`src/rtl/decode_ctl_stage_pkg.sv`:
```
// Shared RV32I decode definitions: opcodes, format bit positions, control
// encodings and the packed control bundle carried by the decode stage.
package decode_ctl_stage_pkg;

  localparam logic [6:0] OP_R      = 7'b0110011;
  localparam logic [6:0] OP_IMM    = 7'b0010011;
  localparam logic [6:0] OP_LOAD   = 7'b0000011;
  localparam logic [6:0] OP_STORE  = 7'b0100011;
  localparam logic [6:0] OP_BRANCH = 7'b1100011;
  localparam logic [6:0] OP_JAL    = 7'b1101111;
  localparam logic [6:0] OP_JALR   = 7'b1100111;
  localparam logic [6:0] OP_LUI    = 7'b0110111;
  localparam logic [6:0] OP_AUIPC  = 7'b0010111;

  localparam logic [6:0] F7_BASE   = 7'b0000000;
  localparam logic [6:0] F7_ALT    = 7'b0100000;
  localparam logic [6:0] F7_MULDIV = 7'b0000001;

  localparam int FMT_R = 0;
  localparam int FMT_I = 1;
  localparam int FMT_S = 2;
  localparam int FMT_B = 3;
  localparam int FMT_U = 4;
  localparam int FMT_J = 5;

  localparam logic [1:0] ALU_ADD  = 2'b00;
  localparam logic [1:0] ALU_IALU = 2'b01;
  localparam logic [1:0] ALU_ILL  = 2'b11;

  localparam logic [1:0] USEL_NONE  = 2'b00;
  localparam logic [1:0] USEL_LUI   = 2'b01;
  localparam logic [1:0] USEL_AUIPC = 2'b10;

  localparam logic [2:0] BJ_JUMP = 3'b011;
  localparam logic [2:0] BJ_NONE = 3'b010;

  typedef struct packed {
    logic [4:0] rs1;
    logic [4:0] rs2;
    logic [4:0] rd;
    logic [1:0] u_sel;
    logic [5:0] i_format;
    logic [2:0] bj_type;
    logic [1:0] alu_op;
    logic       mem_read;
    logic       mem_to_reg;
    logic       mem_write;
    logic       alu_src;
    logic       reg_write;
    logic       muldiv;
    logic       illegal;
  } ctl_t;

  localparam int CTL_W = $bits(ctl_t);

  // Bundle sent downstream for anything undecodable so EX can raise a trap.
  function automatic ctl_t illegal_ctl();
    ctl_t c;
    c         = '0;
    c.bj_type = BJ_NONE;
    c.alu_op  = ALU_ILL;
    c.illegal = 1'b1;
    return c;
  endfunction

endpackage

```
`src/rtl/decode_ctl_stage_decode.sv`:
```
// Pure combinational RV32I decoder: instruction word to control bundle,
// plus flags telling the hazard logic which source registers are read.
module decode_ctl_stage_decode
  import decode_ctl_stage_pkg::*;
#(
  parameter int unsigned MEXT_EN = 0
) (
  input  logic [31:0] inst,
  output ctl_t        ctl,
  output logic        rs1_used,
  output logic        rs2_used
);

  logic [6:0] opcode;
  logic [6:0] funct7;
  logic [2:0] funct3;
  logic [5:0] fmt;
  logic       bad;
  logic       rd_used;
  ctl_t       base;

  assign opcode = inst[6:0];
  assign funct3 = inst[14:12];
  assign funct7 = inst[31:25];

  always_comb begin
    base         = '0;
    base.bj_type = BJ_NONE;
    fmt          = '0;
    bad          = 1'b0;
    case (opcode)
      OP_R: begin
        fmt[FMT_R]     = 1'b1;
        base.reg_write = 1'b1;
        base.alu_op    = ALU_ADD;
        if (funct7 == F7_MULDIV && MEXT_EN != 0) begin
          base.muldiv = 1'b1;
        end else if (funct7 != F7_BASE && funct7 != F7_ALT) begin
          bad = 1'b1;
        end
      end
      OP_IMM: begin
        fmt[FMT_I]     = 1'b1;
        base.alu_op    = ALU_IALU;
        base.alu_src   = 1'b1;
        base.reg_write = 1'b1;
      end
      OP_LOAD: begin
        fmt[FMT_I]      = 1'b1;
        base.alu_src    = 1'b1;
        base.reg_write  = 1'b1;
        base.mem_read   = 1'b1;
        base.mem_to_reg = 1'b1;
      end
      OP_STORE: begin
        fmt[FMT_S]     = 1'b1;
        base.alu_src   = 1'b1;
        base.mem_write = 1'b1;
      end
      OP_BRANCH: begin
        fmt[FMT_B]   = 1'b1;
        base.bj_type = funct3;
        // funct3 010/011 are unassigned branch encodings
        bad          = (funct3[2:1] == 2'b01);
      end
      OP_JAL: begin
        fmt[FMT_J]     = 1'b1;
        base.bj_type   = BJ_JUMP;
        base.reg_write = 1'b1;
      end
      OP_JALR: begin
        fmt[FMT_I]     = 1'b1;
        base.bj_type   = BJ_JUMP;
        base.alu_src   = 1'b1;
        base.reg_write = 1'b1;
      end
      OP_LUI: begin
        fmt[FMT_U]     = 1'b1;
        base.u_sel     = USEL_LUI;
        base.alu_src   = 1'b1;
        base.reg_write = 1'b1;
      end
      OP_AUIPC: begin
        fmt[FMT_U]     = 1'b1;
        base.u_sel     = USEL_AUIPC;
        base.alu_src   = 1'b1;
        base.reg_write = 1'b1;
      end
      default: bad = 1'b1;
    endcase

    rs1_used = !bad && (fmt[FMT_R] || fmt[FMT_I] || fmt[FMT_S] || fmt[FMT_B]);
    rs2_used = !bad && (fmt[FMT_R] || fmt[FMT_S] || fmt[FMT_B]);
    rd_used  = !bad && (fmt[FMT_R] || fmt[FMT_I] || fmt[FMT_U] || fmt[FMT_J]);

    ctl          = base;
    ctl.i_format = fmt;
    ctl.rs1      = rs1_used ? inst[19:15] : 5'd0;
    ctl.rs2      = rs2_used ? inst[24:20] : 5'd0;
    ctl.rd       = rd_used  ? inst[11:7]  : 5'd0;
    if (bad) begin
      ctl = illegal_ctl();
    end
  end

endmodule

```
`src/rtl/decode_ctl_stage.sv`:
```
// Registered decode/control stage: decodes the fetched instruction, applies the
// load-use interlock and presents the bundle through an output reg plus skid reg.
module decode_ctl_stage
  import decode_ctl_stage_pkg::*;
#(
  parameter int unsigned PC_W    = 32,
  parameter int unsigned MEXT_EN = 0,
  parameter int unsigned CNT_W   = 16
) (
  input  logic             i_clk,
  input  logic             i_rst,
  input  logic             i_flush,
  input  logic             i_valid,
  output logic             o_ready,
  input  logic [31:0]      i_inst,
  input  logic [PC_W-1:0]  i_pc,
  input  logic             i_ex_mem_read,
  input  logic [4:0]       i_ex_rd,
  output logic             o_valid,
  input  logic             i_ready,
  output logic [PC_W-1:0]  o_pc,
  output logic [4:0]       o_rs1,
  output logic [4:0]       o_rs2,
  output logic [4:0]       o_rd,
  output logic [1:0]       o_u_sel,
  output logic [5:0]       o_i_format,
  output logic [2:0]       o_bj_type,
  output logic [1:0]       o_alu_op,
  output logic             o_mem_read,
  output logic             o_mem_to_reg,
  output logic             o_mem_write,
  output logic             o_alu_src,
  output logic             o_reg_write,
  output logic             o_muldiv,
  output logic             o_illegal,
  output logic             o_stall,
  output logic [CNT_W-1:0] o_stall_cnt
);

  ctl_t            dec_ctl;
  logic            rs1_used;
  logic            rs2_used;
  logic            hazard;
  logic            accept;

  logic            out_valid_q, out_valid_d;
  ctl_t            out_ctl_q, out_ctl_d;
  logic [PC_W-1:0] out_pc_q, out_pc_d;
  logic            skid_valid_q, skid_valid_d;
  ctl_t            skid_ctl_q, skid_ctl_d;
  logic [PC_W-1:0] skid_pc_q, skid_pc_d;
  logic [CNT_W-1:0] stall_cnt_q, stall_cnt_d;

  decode_ctl_stage_decode #(.MEXT_EN(MEXT_EN)) u_decode (
    .inst     (i_inst),
    .ctl      (dec_ctl),
    .rs1_used (rs1_used),
    .rs2_used (rs2_used)
  );

  // Load-use interlock: the loaded value is not forwardable until next cycle.
  assign hazard = i_valid && i_ex_mem_read && (i_ex_rd != 5'd0) &&
                  ((rs1_used && dec_ctl.rs1 == i_ex_rd) ||
                   (rs2_used && dec_ctl.rs2 == i_ex_rd));
  assign o_ready = !skid_valid_q && !hazard;
  assign accept  = i_valid && o_ready;

  always_comb begin
    out_valid_d  = out_valid_q;
    out_ctl_d    = out_ctl_q;
    out_pc_d     = out_pc_q;
    skid_valid_d = skid_valid_q;
    skid_ctl_d   = skid_ctl_q;
    skid_pc_d    = skid_pc_q;
    stall_cnt_d  = stall_cnt_q;

    if (hazard && stall_cnt_q != '1) begin
      stall_cnt_d = stall_cnt_q + {{(CNT_W-1){1'b0}}, 1'b1};
    end

    if (i_flush) begin
      out_valid_d  = 1'b0;
      skid_valid_d = 1'b0;
    end else if (!out_valid_q || i_ready) begin
      // Skid is only ever full while the output is held, and ready is low then.
      if (skid_valid_q) begin
        out_ctl_d    = skid_ctl_q;
        out_pc_d     = skid_pc_q;
        skid_valid_d = 1'b0;
      end else if (accept) begin
        out_ctl_d   = dec_ctl;
        out_pc_d    = i_pc;
        out_valid_d = 1'b1;
      end else begin
        out_valid_d = 1'b0;
      end
    end else if (accept) begin
      skid_ctl_d   = dec_ctl;
      skid_pc_d    = i_pc;
      skid_valid_d = 1'b1;
    end
  end

  always_ff @(posedge i_clk) begin
    if (i_rst) begin
      out_valid_q  <= 1'b0;
      out_ctl_q    <= '0;
      out_pc_q     <= '0;
      skid_valid_q <= 1'b0;
      skid_ctl_q   <= '0;
      skid_pc_q    <= '0;
      stall_cnt_q  <= '0;
    end else begin
      out_valid_q  <= out_valid_d;
      out_ctl_q    <= out_ctl_d;
      out_pc_q     <= out_pc_d;
      skid_valid_q <= skid_valid_d;
      skid_ctl_q   <= skid_ctl_d;
      skid_pc_q    <= skid_pc_d;
      stall_cnt_q  <= stall_cnt_d;
    end
  end

  assign o_valid      = out_valid_q;
  assign o_pc         = out_pc_q;
  assign o_rs1        = out_ctl_q.rs1;
  assign o_rs2        = out_ctl_q.rs2;
  assign o_rd         = out_ctl_q.rd;
  assign o_u_sel      = out_ctl_q.u_sel;
  assign o_i_format   = out_ctl_q.i_format;
  assign o_bj_type    = out_ctl_q.bj_type;
  assign o_alu_op     = out_ctl_q.alu_op;
  assign o_mem_read   = out_ctl_q.mem_read;
  assign o_mem_to_reg = out_ctl_q.mem_to_reg;
  assign o_mem_write  = out_ctl_q.mem_write;
  assign o_alu_src    = out_ctl_q.alu_src;
  assign o_reg_write  = out_ctl_q.reg_write;
  assign o_muldiv     = out_ctl_q.muldiv;
  assign o_illegal    = out_ctl_q.illegal;
  assign o_stall      = hazard;
  assign o_stall_cnt  = stall_cnt_q;

endmodule
```
`config.mk`:
```
export PLATFORM = sky130hd
export DESIGN_NAME = decode_ctl_stage
export DESIGN_NICKNAME = d
export VERILOG_FILES = /design/src/rtl/decode_ctl_stage_pkg.sv /design/src/rtl/decode_ctl_stage_decode.sv /design/src/rtl/decode_ctl_stage.sv
export SDC_FILE = /design/constraint.sdc
export NUM_CORES = 1
export LEC_CHECK = 0
export ABC_AREA = 1
export CORE_ASPECT_RATIO = 0.9
export CORE_MARGIN = 8
export CORE_UTILIZATION = 55
export CTS_CLUSTER_SIZE = 28
export DETAILED_ROUTE_END_ITERATION = 8
export GPL_ROUTABILITY_DRIVEN = 0
export PLACE_DENSITY = 0.83
export SLEW_MARGIN = 0
export SYNTH_ARGS = -nofsm -noshare
export SYNTH_HDL_FRONTEND = slang
export SYNTH_SLANG_ARGS = --single-unit
```
`constraint.sdc`:
```
create_clock -name i_clk -period 6.39 [get_ports i_clk]
set_input_delay 0.9585 -clock i_clk [delete_from_list [all_inputs] [get_ports i_clk]]
set_output_delay 0.9585 -clock i_clk [all_outputs]
set_load 0.1 [all_outputs]
```
==> results of run 1 <==
[layout make-up]
cell class                 instances  area (um^2)  area share [%]
timing repair buffer             167         1640            17.8
clock inverter                    14          190            2.06
sequential                       144         2880            31.2
clock buffer                      17          425            4.60
inverter                         144          542            5.86
tap                              164          205            2.22
multi-input combinational        747         3350            36.3
[kinds of logic (layout without fill, tap and decap cells)]
kind of cell	after synthesis	in the layout	synth area share (%)
AND/OR/NAND/NOR	531	531	31.1
buffers and inverters	206	342	12.1
AO/OA/AOI/OAI	204	204	14.6
flip-flops	144	144	40.7
XOR/XNOR	8	8	0.989
multiplexers	2	2	0.283
adder cells (fa/ha/maj)	1	1	0.177
other	1	1	0.0530
[report_power, final]
| group | total, uW | internal, uW | leakage, uW | switching, uW |
|---|---|---|---|---|
| clock | 1040 | 650 | 0.000299 | 387 |
| combinational | 457 | 129 | 0.00246 | 328 |
| sequential | 944 | 929 | 0.00117 | 15.1 |
| total | 2440 | 1710 | 0.00393 | 730 |
[state kept, by name, indices dropped and copies added (netlist names), 3 cells and up]
register,flops
o_pc,32
skid_pc_q,32
skid_ctl_q,31
o_stall_cnt,16
o_i_format,6
o_rd,5
o_rs1,5
o_rs2,5
o_bj_type,3
[stage by stage]
step	hold slack, ns	cell area (um^2)	cells
floorplan	0.423	7080	1097
global placement	0.433	8630	1366
detailed placement	0.437	8630	1366
CTS	0.446	9240	1397
global route	0.464	9240	1397
finish	0.443	9240	1397
[worst min-delay path, stage by stage, from the launching register on]
cell,delay [ns]
dfxtp_1,0.30
inv_1,0.05
a21oi_1,0.05
[layer usage]
layer,wire length [um],up-vias
met5,0,-
met4,181,0
met3,1310,16
met2,8060,202
met1,8720,3098
li1,-,3684
[path summary, 6_finish.rpt]
check,to,from
setup / recovery,o_ready,i_inst[3]
hold / removal,skid_ctl_q[7]$_SDFFE_PP0P_,skid_ctl_q[7]$_SDFFE_PP0P_
setup reg to reg,o_i_format[0]$_SDFFE_PP0P_,skid_valid_q$_SDFFE_PP0P_
hold reg to reg,skid_ctl_q[7]$_SDFFE_PP0P_,skid_ctl_q[7]$_SDFFE_PP0P_
[cell usage in the layout, fill, tap and decap left out, types with 2 or more instances in the layout]
cell	synthesis	final
a211oi_1	2	2
a21oi_1	77	77
and2_1	15	15
buf_4	10	11
bufinv_16	0	4
clkbuf_16	0	17
clkdlybuf4s50_1	0	156
clkinv_2	0	5
clkinv_4	0	3
clkinvlp_4	0	2
dfxtp_1	144	144
inv_1	135	135
inv_2	8	8
mux2i_1	2	2
nand2_1	239	239
nand2_2	5	5
nand3_1	46	46
nand4_1	11	11
nor2_1	190	190
nor2_2	3	3
nor2_4	2	2
nor3_1	14	14
nor4_1	2	2
o21ai_0	105	105
o21ai_1	16	16
o22ai_1	2	2
xnor2_1	2	2
xor2_1	6	6
==> results.json, run 1 <==
{
  "status": "complete, no violations",
  "grt_most_used_layer": "met2",
  "ys_types": 35,
  "cpMostUsedCell": "nor2_1",
  "hpwl_mm": 12.4,
  "clock_skew_ns": 0.00777,
  "peakVddDrop_mv": 0.204,
  "drcViolationCount": 0,
  "synth_most_common_cell": "nand2_1",
  "final-hold-violation-count": 0,
  "postCtsSetupRepairBufs": 0,
  "path_class": "input port to output pin",
  "tightest_slew_ns": 1.08,
  "slew_headroom_pct": 28.1,
  "ys_ff_latch": 144,
  "worst_ep_arrival_time_ns": 3.84,
  "r2r_slack_ns": 3.69,
  "die_area_mm2": 0.0168,
  "path_max_fanout": 12,
  "dieHeight_um": 124,
  "final_core_util_pct": 73.1,
  "drtIter0Drc": 565,
  "synth_common_cells": "nand2_1 (239), nor2_1 (190), dfxtp_1 (144)",
  "synth.cell_area_mm2": 0.00708,
  "wl_per_cell_um": 13.1,
  "globalRouteMet1Util_pct": 28.5,
  "grtUsageMet3_pct": 5.52,
  "rows": 39,
  "holdPathStages": 2,
  "fp.dieW_um": 136,
  "clockRootBuffer": "clkbuf_16",
  "cts-hold-fix-buffers": 0,
  "slew_violations": 0,
  "cts_tree": "yes",
  "clockBufferDepth": 2,
  "htreeDepth": 4,
  "cp-end-kind": "output pin",
  "synth.top_cell.area_share_pct": 40.7,
  "hp-class": "flip-flop to flip-flop",
  "synth.avg_cell_area_um2": 6.46,
  "place_ws_ns": 1.49,
  "ys_dominant_reg_cell": "dfxtp_1",
  "grt_pass1_wl_mm": 29.7,
  "cts_buffers": 17,
  "crit_required_ns": 5.43,
  "drt_wl_total_mm": 18.3,
  "ys_seq_area_share_pct": 40.7,
  "grt_overflow": 0,
  "cp.depth": 17,
  "syn_to_final_growth_pct": 30.5,
  "period_minus_slack_ns": 4.80,
  "ant_nets": 0,
  "fillers": 1031,
  "clock.fmax_mhz": 208,
  "syn-num-nets": 1173,
  "via_per_inst": 5.01,
  "initial_core_util_pct": 56.0,
  "cts.sinks": 144,
  "synth_edf_count": 0,
  "leakage_uw": 0.00393,
  "antenna_found_initial": 0,
  "grt_use_total_pct": 21.6,
  "use_met2_pct": 33.7,
  "maxCapViolations": 0,
  "ios": 161,
  "worst_slack_ns": 1.59,
  "cts.repair.resized": 0,
  "io_buffers": 158,
  "layout-drive-gt1-share_pct": 5.27,
  "grt_pass1_vias": 6347,
  "num_vias": 7000,
  "nets": 1297,
  "timing.setup.tns_ns": 0,
  "rsz0062_at_grt": "no",
  "setup_violations": 0,
  "grt_max_degree": 117,
  "worst-path-buf-inv": 3,
  "ff2ff_path_depth": 9,
  "p_per_area_mw_per_mm2": 264,
  "max_stage_delay_ns": 0.46,
  "worstPathCellList": "clkdlybuf4s50_1, nor2_1, nand2_1, nor3_2, nor2_2, nand2_2, nand2_4, nor2_4, nand2_1, nor2_1, nor2_1, nand2_1, nand2_2, nand2_2, inv_1, nor2_1, buf_4",
  "drtPass1Iterations": 5,
  "clk_pin_slew_ns": 0.06,
  "start_kind": "input port",
  "synth-async-reset-ratio_pct": 0,
  "crit_slowest_cell": "clkdlybuf4s50_1",
  "n_antenna_cell": 0,
  "period_share_pct": 75.1,
  "synth_warnings": 0,
  "yosysTopAreaCell": "dfxtp_1",
  "clock_latency_ns": 0.42,
  "cpLargestDelayFamily": "simple AND/OR/NAND/NOR gates",
  "total_power_uw": 2440,
  "syn_inst": 1097,
  "synth_area_leaders": "dfxtp_1 (41%), nand2_1 (13%), nor2_1 (10%)",
  "core_mm2": 0.0126
}
Power figures use the tool's default switching activity.
==> run 2, diff against run 1 <==
--- a/config.mk
+++ b/config.mk
@@ -8,11 +8,11 @@
 export ABC_AREA = 1
 export CORE_ASPECT_RATIO = 0.9
 export CORE_MARGIN = 8
-export CORE_UTILIZATION = 55
+export CORE_UTILIZATION = 51
 export CTS_CLUSTER_SIZE = 28
 export DETAILED_ROUTE_END_ITERATION = 8
 export GPL_ROUTABILITY_DRIVEN = 0
-export PLACE_DENSITY = 0.83
+export PLACE_DENSITY = 0.78
 export SLEW_MARGIN = 0
 export SYNTH_ARGS = -nofsm -noshare
 export SYNTH_HDL_FRONTEND = slang
==> constraint.sdc (replaced) <==
create_clock -name i_clk -period 4.63 [get_ports i_clk]
set_input_delay 0.6945 -clock i_clk [delete_from_list [all_inputs] [get_ports i_clk]]
set_output_delay 0.6945 -clock i_clk [all_outputs]
set_load 0.1 [all_outputs]
==> run 2 against run 1 <==
Against the previous run:
- global-route usage decreased by 0.98 points
- count of clock-buffer cells in the layout increased by 1
- combinational power is 39% higher
- setup slack got worse by 1.1 ns
- cell count grew 0.72%
- largest power group unchanged
- highest routed layer unchanged
==> results.json, run 2 (synthesized netlist as in run 1, its figures left out) <==
{
  "slew_violations": 0,
  "grt_pass1_wl_mm": 30.3,
  "clockBufferDepth": 2,
  "drtPass1Iterations": 7,
  "p_int_uw": 2420,
  "cpLargestDelayFamily": "simple AND/OR/NAND/NOR gates",
  "rows": 41,
  "worst_slack_ns": 0.461,
  "period_share_pct": 90.0,
  "maxCapViolations": 0,
  "clockRootBuffer": "clkbuf_16",
  "clock.fmax_mhz": 240,
  "layout-drive-gt1-share_pct": 5.34,
  "cts.repair.resized": 0,
  "syn_to_final_growth_pct": 31.8,
  "final_common_cell": "nand2_1",
  "hp-class": "flip-flop to flip-flop",
  "clk_pin_slew_ns": 0.06,
  "timing.setup.tns_ns": 0,
  "crit_slowest_cell": "clkdlybuf4s50_1",
  "cts_buffers": 17,
  "rsz0062_at_grt": "no",
  "start_kind": "input port",
  "grt_overflow": 0,
  "drcViolationCount": 0,
  "worst-path-buf-inv": 3,
  "crit_required_ns": 3.94,
  "postCtsSetupRepairBufs": 0,
  "clock_latency_ns": 0.43,
  "final-seq-area_mm2": 0.00288,
  "cts-hold-fix-buffers": 0,
  "drt_wl_total_mm": 18.3,
  "htreeDepth": 4,
  "pwr-share-seq_pct": 38.0,
  "slew_headroom_pct": 29.2,
  "multi_input_area_mm2": 0.00335,
  "leakage_uw": 0.00397,
  "p_per_area_mw_per_mm2": 367,
  "max_stage_delay_ns": 0.56,
  "worstPathCellList": "clkdlybuf4s50_1, nand2_1, nor2_2, nand2_1, o21ai_1, nor2_1, nand2_2, nand2_4, nor2_4, nand2_1, nor2_1, nor2_1, nand2_1, nand2_2, nand2_2, inv_1, nor2_1, buf_12",
  "clock_power_share_pct": 43.5,
  "grt_use_total_pct": 20.6,
  "fillers": 1224,
  "clock_skew_ns": 0.0114,
  "period_minus_slack_ns": 4.17,
  "peakVddDrop_mv": 0.310,
  "grt_max_degree": 104,
  "dieHeight_um": 128,
  "p_sw_share_pct": 29.5,
  "n_antenna_cell": 0,
  "ios": 161,
  "p_comb_share_pct": 18.5,
  "final_cell_mix": "nand2_1 (239), nor2_1 (190), clkdlybuf4s50_1 (156)",
  "final-hold-violation-count": 0,
  "path_class": "input port to output pin",
  "status": "complete, no violations",
  "antenna_found_initial": 0,
  "die_area_mm2": 0.0179,
  "core_mm2": 0.0138,
  "hpwl_mm": 12.4,
  "cts.sinks": 144,
  "nets": 1298,
  "path_max_fanout": 12,
  "io_buffers": 158,
  "place_ws_ns": 0.491,
  "drtIter0Drc": 543,
  "grt_pass1_vias": 6244,
  "cts_tree": "yes",
  "worst_ep_arrival_time_ns": 3.47,
  "num_vias": 6901,
  "initial_core_util_pct": 51.3,
  "cp-end-kind": "output pin",
  "via_per_inst": 4.90,
  "ant_nets": 0,
  "setup_violations": 0,
  "wl_per_cell_um": 13.0,
  "switching_power_uw": 1010,
  "tightest_slew_ns": 1.06,
  "fp.dieW_um": 140
}
==> run 2: tightest hold or removal path, stage by stage (launching register included) <==
cell and delay, ns:
dfxtp_1 0.31, inv_1 0.05, a21oi_1 0.05
==> run 2: worst paths after layout <==
path | startpoint | endpoint | slack [ns] | cells after the start
worst min-delay path | skid_ctl_q[10]$_SDFFE_PP0P_ | skid_ctl_q[10]$_SDFFE_PP0P_ | 0.45 | 2
worst max-delay path | i_inst[5] | o_ready | 0.46 | 18
worst min register to register | skid_ctl_q[10]$_SDFFE_PP0P_ | skid_ctl_q[10]$_SDFFE_PP0P_ | 0.45 | 2
worst max register to register | o_stall_cnt[6]$_SDFFE_PP0P_ | o_stall_cnt[5]$_SDFFE_PP0P_ | 2.58 | 11
==> run 2: power by group through the flow <==
stage               sequential (uW)  combinational (uW)  clock (uW)
floorplan                      1600                 185           0
global placement               1330                 628           0
detailed placement             1330                 632           0
CTS                            1300                 635        1510
global route                   1310                 676        1570
finish                         1300                 633        1490
==> run 2: metrics by stage <==
stage / utilization, % / hold WS, ns / instances / total power [uW] / area, um^2
after floorplan: - / 0.423 / 1097 / 1780 / 7080
after global routing: 67.7 / 0.456 / 1407 / 3560 / 9340
after global placement: 63.0 / 0.433 / 1375 / 1960 / 8690
final: 67.7 / 0.446 / 1407 / 3430 / 9340
after CTS: 67.7 / 0.445 / 1407 / 3450 / 9340
after detailed placement: 63.0 / 0.436 / 1375 / 1960 / 8690
==> run 2: cell type report <==
cell class	count	share of cell area, %
clock inverters	14	2.29
flip-flops and latches	144	30.9
multi-input cells	747	35.9
clock buffers	18	4.60
inverters	144	5.80
repair buffers	168	18.2
well taps	172	2.31
==> run 2: layer usage <==
layer	GRT usage [%]	vias up	routed length [um]
met4	5.99	0	199
met2	32.0	177	8080
li1	-	3677	-
met1	27.1	3032	8960
met5	0	-	0
met3	6.11	15	1050
